**src/rtl/shift_pkg.sv**
```systemverilog
// Shared types and helpers for the sequential multi-mode shifter.
package shift_pkg;

  typedef enum logic [2:0] {
    MODE_LSL   = 3'b000,
    MODE_LSR   = 3'b001,
    MODE_ASR   = 3'b010,
    MODE_ROL   = 3'b011,
    MODE_ROR   = 3'b100,
    MODE_PASS5 = 3'b101,
    MODE_PASS6 = 3'b110,
    MODE_PASS7 = 3'b111
  } shift_mode_e;

  typedef enum logic [1:0] {
    IDLE,
    SHIFT,
    DONE
  } fsm_state_e;

  function automatic int unsigned clamp_amount(input int unsigned amount, input int unsigned width);
    return (amount > width) ? width : amount;
  endfunction

endpackage

```
**src/rtl/shift_step.sv**
```systemverilog
// Combinational single-step shifter: moves value by n bits (0..STEP) in the
// requested mode and reports the last bit shifted out or wrapped.
module shift_step
  import shift_pkg::*;
#(
  parameter int W    = 8,
  parameter int STEP = 1,
  parameter int NW   = $clog2(STEP + 1)
) (
  input  logic [W-1:0]  value,
  input  shift_mode_e   mode,
  input  logic [NW-1:0] n,
  output logic [W-1:0]  shifted,
  output logic          carry
);

  logic [W:0]    left_ext;
  logic [W:0]    right_ext;
  logic [W:0]    arith_ext;
  logic [W-1:0]  wrap_left;
  logic [W-1:0]  wrap_right;
  logic [31:0]   back;

  // One extra guard bit on each side captures the last bit out; n=0 leaves it 0.
  always_comb begin
    back       = 32'(W) - 32'(n);
    left_ext   = {1'b0, value} << n;
    right_ext  = {value, 1'b0} >> n;
    arith_ext  = $signed({value, 1'b0}) >>> n;
    wrap_left  = value >> back;
    wrap_right = value << back;
    shifted    = value;
    carry      = 1'b0;
    case (mode)
      MODE_LSL: begin
        shifted = left_ext[W-1:0];
        carry   = left_ext[W];
      end
      MODE_LSR: begin
        shifted = right_ext[W:1];
        carry   = right_ext[0];
      end
      MODE_ASR: begin
        shifted = arith_ext[W:1];
        carry   = arith_ext[0];
      end
      MODE_ROL: begin
        shifted = left_ext[W-1:0] | wrap_left;
        carry   = left_ext[W];
      end
      MODE_ROR: begin
        shifted = right_ext[W:1] | wrap_right;
        carry   = right_ext[0];
      end
      default: begin
        shifted = value;
        carry   = 1'b0;
      end
    endcase
  end

endmodule

```
**src/rtl/seq_multimode_shifter.sv**
```systemverilog
// Sequential multi-mode shifter: captures an operation on start and shifts
// STEP bits per enabled cycle, pulsing done when the amount is consumed.
module seq_multimode_shifter
  import shift_pkg::*;
#(
  parameter int W    = 8,
  parameter int STEP = 1,
  parameter int AW   = $clog2(W) + 1
) (
  input  logic          clk,
  input  logic          rst,
  input  logic          en,
  input  logic          start,
  input  logic [2:0]    mode,
  input  logic [AW-1:0] amount,
  input  logic [W-1:0]  data_in,
  output logic          busy,
  output logic          done,
  output logic [W-1:0]  result,
  output logic          carry_out,
  output logic          zero
);

  localparam int NW = $clog2(STEP + 1);

  fsm_state_e    state;
  shift_mode_e   mode_q;
  logic [AW-1:0] rem;
  logic [AW-1:0] rem_clamped;
  logic [AW-1:0] rem_next;
  logic [NW-1:0] n_step;
  logic [W-1:0]  shifted;
  logic          step_carry;

  // The final step may be shorter than STEP when the amount is not a multiple of it.
  always_comb begin
    rem_clamped = AW'(clamp_amount(32'(amount), W));
    n_step      = (rem < AW'(STEP)) ? NW'(rem) : NW'(STEP);
    rem_next    = rem - AW'(n_step);
  end

  shift_step #(
    .W    (W),
    .STEP (STEP)
  ) u_step (
    .value   (result),
    .mode    (mode_q),
    .n       (n_step),
    .shifted (shifted),
    .carry   (step_carry)
  );

  always_ff @(posedge clk or negedge rst) begin
    if (!rst) begin
      state     <= IDLE;
      mode_q    <= MODE_LSL;
      rem       <= '0;
      result    <= '0;
      carry_out <= 1'b0;
      zero      <= 1'b1;
      busy      <= 1'b0;
      done      <= 1'b0;
    end else if (en) begin
      case (state)
        IDLE, DONE: begin
          done <= 1'b0;
          busy <= 1'b0;
          if (start) begin
            result    <= data_in;
            zero      <= (data_in == '0);
            carry_out <= 1'b0;
            mode_q    <= shift_mode_e'(mode);
            rem       <= rem_clamped;
            // A zero amount skips SHIFT entirely and reports on the next cycle.
            if (rem_clamped != '0) begin
              state <= SHIFT;
              busy  <= 1'b1;
            end else begin
              state <= DONE;
              done  <= 1'b1;
            end
          end else begin
            state <= IDLE;
          end
        end
        SHIFT: begin
          result    <= shifted;
          zero      <= (shifted == '0);
          carry_out <= step_carry;
          rem       <= rem_next;
          if (rem_next == '0) begin
            state <= DONE;
            busy  <= 1'b0;
            done  <= 1'b1;
          end
        end
        default: begin
          state <= IDLE;
          busy  <= 1'b0;
          done  <= 1'b0;
        end
      endcase
    end
  end

endmodule

```
**config.mk**
```make
export PLATFORM = sky130hd
export DESIGN_NAME = seq_multimode_shifter
export DESIGN_NICKNAME = d
export VERILOG_FILES = /design/src/rtl/shift_pkg.sv /design/src/rtl/shift_step.sv /design/src/rtl/seq_multimode_shifter.sv
export SDC_FILE = /design/constraint.sdc
export NUM_CORES = 1
export LEC_CHECK = 0
export BUFFER_PORTS_ARGS = -buffer_cell sky130_fd_sc_hd__buf_2
export CORE_ASPECT_RATIO = 1.4
export CORE_MARGIN = 2
export CORE_UTILIZATION = 50
export DETAILED_ROUTE_END_ITERATION = 8
export MAX_ROUTING_LAYER = met4
export PLACE_DENSITY = 0.8
export SLEW_MARGIN = 25
export SYNTH_ARGS = -nofsm -noshare
export SYNTH_HDL_FRONTEND = slang
export SYNTH_SLANG_ARGS = --single-unit
export TNS_END_PERCENT = 50
```
**constraint.sdc**
```tcl
create_clock -name clk -period 4.8 [get_ports clk]
set_input_delay 0.72 -clock clk [delete_from_list [all_inputs] [get_ports clk]]
set_output_delay 0.72 -clock clk [all_outputs]
set_load 0.03 [all_outputs]
```
==> Word-level counts from Yosys, hierarchy flattened <==
Index checks and enable logic that the tools add are counted.
{ "op_classes": {"bitwise": 2, "magnitude_cmp": 2, "n_eq_ne": 8, "n_addsub": 2, "muxes": 24, "n_reduce_logical": 13, "shift": 5} }
{ "op_table": {"columns": ["operator", "n"], "rows": [
  ["$pmux 8 s5", 1],
  ["$shl 8x32->8", 1],
  ["$shr 8x32->8", 1],
  ["$logic_not 8->1", 2],
  ["$or 8x8->8", 2],
  ["$pmux 8 s2", 1],
  ["$mux 1", 9],
  ["$shl 8x1->9", 1],
  ["$shr 9x1->9", 1],
  ["$sshr 9x1->9", 1],
  ["$mux 4", 2],
  ["$mux 8", 1],
  ["$pmux 1 s2", 4],
  ["$pmux 4 s2", 1],
  ["$eq 3x2->1 const B", 2],
  ["$mux 2", 3],
  ["$reduce_and 3->1", 2],
  ["$reduce_or 2->1", 3],
  ["$sub 4x1->5 const A", 1],
  ["$gt 4x4->1 const B", 1],
  ["$logic_not 4->1", 1],
  ["$lt 4x1->1 const B", 1],
  ["$ne 2x2->1 const B", 2],
  ["$pmux 2 s2", 1],
  ["other kinds (11)", 11]
]} }
{ "word_totals": {"register_bits": 21, "wordCells": 64, "out_inout_bits": 12, "input_bits": 19} }

==> Logic depth before layout (Yosys ltp) <==
{ "logic_depth": {"word_depth": 8, "depth_mapped": 8, "ltp_nobuf": 8} }

==> Modules after synthesis <==
From an unflattened synthesis, not the netlist that was laid out.
{ "hier_totals": {"hier_cells": 140, "hier_area_um2": 1275.0} }
{ "by_module_without_submodules": {"columns": ["mod", "area_each_um2", "instances", "cells_per_inst", "seq_area_each_um2"], "rows": [
  ["seq_multimode_shifter", 1018.5, 1, 102, 501.7],
  ["shift_step", 256.5, 1, 38, 0.0]
]} }

==> Least setup slack after synthesis <==
Ideal clock, no wire load.
{ "synth_timing": {"kind": "reg2reg", "startpoint": "register rem[0]", "endpoint": "register state[0]", "path_slack_ns": 2.754, "arrival_time_ns": 1.928, "path_buffers": 0, "period_less_slack_ns": 2.046, "path_stages_with_launch": 9, "required_time_ns": 4.682, "setup_ns": 0.118, "path_cell_list": "dfrtp_1 > nor4_4 > nor2_1 > ha_1 > xnor2_1 > a21oi_1 > nor3b_1 > o21ai_0 > a21o_1"} }
{ "synth_between": {"elab_chain_cells": 6} }
{ "synth_rtl": {"columns": ["element", "line_no", "text"], "rows": [
  ["start, declared", "seq_multimode_shifter.sv:28", "logic [AW-1:0] rem;"],
  ["start signal, assigned", "seq_multimode_shifter.sv:73", "rem <= rem_clamped;"],
  ["start signal, assigned", "seq_multimode_shifter.sv:90", "rem <= rem_next;"],
  ["$lt 4x1->1", "seq_multimode_shifter.sv:38", "n_step = (rem < AW'(STEP)) ? NW'(rem) : NW'(STEP);"],
  ["$mux 1", "seq_multimode_shifter.sv:38", null],
  ["$sub 4x1->4 (*)", "seq_multimode_shifter.sv:39", "rem_next = rem - AW'(n_step);"],
  ["$logic_not 4->1 (*)", "seq_multimode_shifter.sv:91", "if (rem_next == '0) begin"],
  ["$ne 2x2->1 (no line) (*)", null, null],
  ["$reduce_and 2->1 (no line) (*)", null, null],
  ["end signal, assigned", "seq_multimode_shifter.sv:55", "state <= IDLE;"],
  ["end signal, assigned", "seq_multimode_shifter.sv:92", "state <= DONE;"],
  ["end signal, assigned", "seq_multimode_shifter.sv:98", "state <= IDLE;"],
  ["end, declared", "seq_multimode_shifter.sv:26", "fsm_state_e state;"]
]} }
Mark *: on every way between the ends. The rest lies on a longest branch, timed or not.
A chain may end at the register's enable or synchronous reset.

==> Worst setup path in the final report <==
{ "layout_timing": {"startpoint": "register rem[0]", "endpoint": "register busy"} }
{ "layout_between": {"elab_chain_cells": 6} }
{ "layout_rtl": {"columns": ["element", "line_no", "text"], "rows": [
  ["$lt 4x1->1", "seq_multimode_shifter.sv:38", null],
  ["$mux 1", "seq_multimode_shifter.sv:38", null],
  ["$sub 4x1->4 (*)", "seq_multimode_shifter.sv:39", null],
  ["$logic_not 4->1 (*)", "seq_multimode_shifter.sv:91", null],
  ["$ne 2x2->1 (no line) (*)", null, null],
  ["$reduce_and 2->1 (no line) (*)", null, null],
  ["end signal, assigned", "seq_multimode_shifter.sv:61", "busy <= 1'b0;"],
  ["end signal, assigned", "seq_multimode_shifter.sv:93", "busy <= 1'b0;"],
  ["end signal, assigned", "seq_multimode_shifter.sv:99", "busy <= 1'b0;"],
  ["end, declared", "seq_multimode_shifter.sv:17", "output logic busy,"]
]} }
Marks and branches as above.

==> impl_metrics.yaml <==
clocking:
  total_clock_buffers_created_by_cts: 3
  cts_sinks: 20
  cts_tree: "done"
  cts.clk_slew.worst_paths_ps: 110
  clockBufferDepth: 2
  root_buffer: "clkbuf_4"
  cts_resizes: 0
  post_cts_buffers: 0
  h-tree-depth: 1
  insertion_delay_ps: 310
  cts-hold-fix-buffers: 0
drt:
  drt-initial-drc-count: 58
  via_per_inst: 6.27
  drc_violations_left: 0
  routed-via-count: 1335
  drtAntennaViolNets: 0
  wire_per_inst_um: 16.7
  dr.pass1.iters: 4
  drt_wl_total_um: 3560
critical_path:
  max_stage_delay_ps: 480
  critical_path.endpoint_type: "register"
  critical_path.top_delay_family: "simple AND/OR/NAND/NOR gates"
  cpMaxStageDelayCell: "nor4_4"
  required_time_of_the_critical_path_ps: 5010
  critPathLaunchType: "register"
  crit_cells: 8
  worstSetupStartpoint: "rem[0]"
  critical_path.max_fanout: 6
  cp.buffers_inverters: 0
  timing.critical_path.cells: "nor4_4, nor2_1, ha_1, xnor2_1, a21oi_1, nor3b_1, o21ai_0, a21o_1"
  crit-reg2reg-launch: "rem[0]"
  path_class: "reg -> reg"
  critical_path_arrival_ps: 2540
  reg2regPathDepth: 8
timing:
  slew_headroom_pct: 40.0
  tightest_pin_transition_ps: 898
  min_period_over_period_pct: 48.6
  drv_slew: 0
  tns_ps: 0
  setup_repair_after_global_routing_missed_its_margin: "no"
  fmax_mhz: 429
  final-hold-violation-count: 0
  timing.final.crit_period_ps: 2330
  setup_viol: 0
  final_critical_path_setup_slack_ps: 2470
  worst_clock_skew_ps: 10.9
synthesis:
  ys.flop_type: "dfrtp_1"
  seq_area_frac_synth_pct: 36.6
  postSynthCellCount: 150
  synth_top_cell_by_area: "dfrtp_1"
  synth.top_cell.area_share_pct: 34.6
  ys_seq_elements: 20
  syn_area_mm2: 0.00137
  synth.avg_cell_area_um2: 9.15
  syn-num-nets: 170
  synth.top_cells.by_area: "dfrtp_1 (35%), a21oi_1 (5.5%), mux2i_1 (5.1%)"
  yosysUniqueCellTypes: 50
  synth-async-reset-ratio_pct: 100
  number_of_enable_flip_flop_cells_after_synthesis: 0
  synth-warning-count: 0
die:
  floorplan.io_pins: 31
  die-width_um: 48.3
  die_height_um: 66.0
  floorplan.rows: 22
  floorplan.initialDensity_pct: 52.5
  coreArea_mm2: 0.00262
  fp.dieArea_mm2: 0.00319
final_layout:
  signed_area_change_from_the_synthesized_netlist_to_the_final_layout_pct: 13.5
  layout-drive-gt1-share_pct: 28.2
  final_common_cell: "buf_2"
  antenna_cells_inserted: 0
  layout_common_cells: "buf_2 (30), dfrtp_1 (19), nor2_1 (17)"
  final_net_count: 198
  stdcell_area_mm2: 0.00156
placed_design:
  detailedPlace.worstSlack_ps: 2470
  gp_routability_congestion: 0.934
  dp_hpwl_um: 2730
  placement.cell_area_mm2: 0.00153
  portBuffers: 30
power_and_ir_drop:
  p_int_w: 0.000554
  comb_power_share_pct: 59.8
  power.share.sequential_pct: 33.0
  switching_power_w: 0.000608
  power.share.switching_pct: 52.3
  design_power_total_w: 0.00116
  clkPwrFrac_pct: 7.2
  power_per_cell_area_mw_per_mm2: 746
  vdd.ir_drop.worst_mv: 0.404
  power_leakage_nw: 0.657
min_path:
  hold_path_class: "in -> async"
global_routing:
  grt_use_total_pct: 26.0
  grt_pass1_vias: 1266
  grt-ovfl-total: 0
  antenna_found_initial: 0
  wire_length_of_the_first_global_routing_pass_um: 5660
  grt_start_max_net_pins: 21
run:
  max_cap_viol_count: 0
run_status:
  outcome: "completed"
==> power by group through the flow <==
stage               clock network (W)  registers [W]  logic [W]
floorplan                           0       0.000421   0.000490
global placement                    0       0.000374   0.000672
detailed placement                  0       0.000384   0.000689
CTS                         0.0000854       0.000379   0.000691
global route                0.0000891       0.000395   0.000761
finish                      0.0000836       0.000383   0.000695
==> cell usage after synthesis (all sizes together), types with 2 or more instances <==
| master | n |
|---|---|
| o221a | 2 |
| a22o | 3 |
| buf | 3 |
| inv | 3 |
| nor2 | 18 |
| mux2 | 5 |
| o21ai | 14 |
| a32o | 2 |
| a21o | 3 |
| dfrtp | 19 |
| nor2b | 2 |
| a211oi | 2 |
| a22oi | 2 |
| nand2 | 9 |
| nor4 | 5 |
| o31ai | 2 |
| clkbuf | 4 |
| mux2i | 7 |
| nor3 | 4 |
| nand3b | 2 |
| nand2b | 2 |
| o22ai | 2 |
| a21oi | 17 |
==> cell families after synthesis <==
kind of cell | Yosys count | synth area share (%)
multiplexers | 12 | 9.21
buffers and inverters | 10 | 3.46
adder cells (fa/ha/maj) | 1 | 0.911
AND/OR/NAND/NOR | 46 | 17.5
AO/OA/AOI/OAI | 59 | 30.5
XOR/XNOR | 2 | 1.82
flip-flops | 20 | 36.6
==> area by class of cell <==
class / instances / area [µm²]
clock buffer: 4 / 26.3
multi-input combinational: 120 / 823
timing repair buffer: 30 / 150
fill: 247 / 1060
sequential: 20 / 502
inverter: 3 / 11.3
tap: 36 / 45.0
==> stage by stage <==
step | std cells | utilization (%) | hold WS [ps]
final | 213 | 59.6 | 347
after global routing | 213 | 59.6 | 365
after CTS | 213 | 59.6 | 351
after detailed placement | 209 | 58.6 | 495
after global placement | 209 | 58.6 | 462
after floorplan | 150 | - | 424
==> state kept, by name, summed over array words and instances (netlist names) <==
register,cells
busy,1
carry_out,1
done,1
mode_q,3
rem,4
result,8
state,1
zero,1
==> worst paths after layout <==
| kind | end | slack (ps) |
|---|---|---|
| max | busy | 2470 |
| min | state[0] | 350 |
| max reg2reg | busy | 2470 |
| min reg2reg | busy | 520 |
| max in group asynchronous | zero | 4100 |
| min in group clk | busy | 520 |
==> routing by layer <==
layer,vias to the layer above,share of wire [%],GRT usage [%]
met3,14,4.9,1.91
li1,624,-,-
met2,53,50,41.1
met4,0,3.9,15.2
met1,644,41,30.8
met5,-,0,-
==> worst register-to-register path: cells and delay by family, from the launching register on <==
kind	cells	cell delay (ps)
simple gates	3	920
compound gates	3	430
flops	1	460
xor+xnor	1	180
fa+ha+maj	1	260
(Power assumes the default switching activity.)
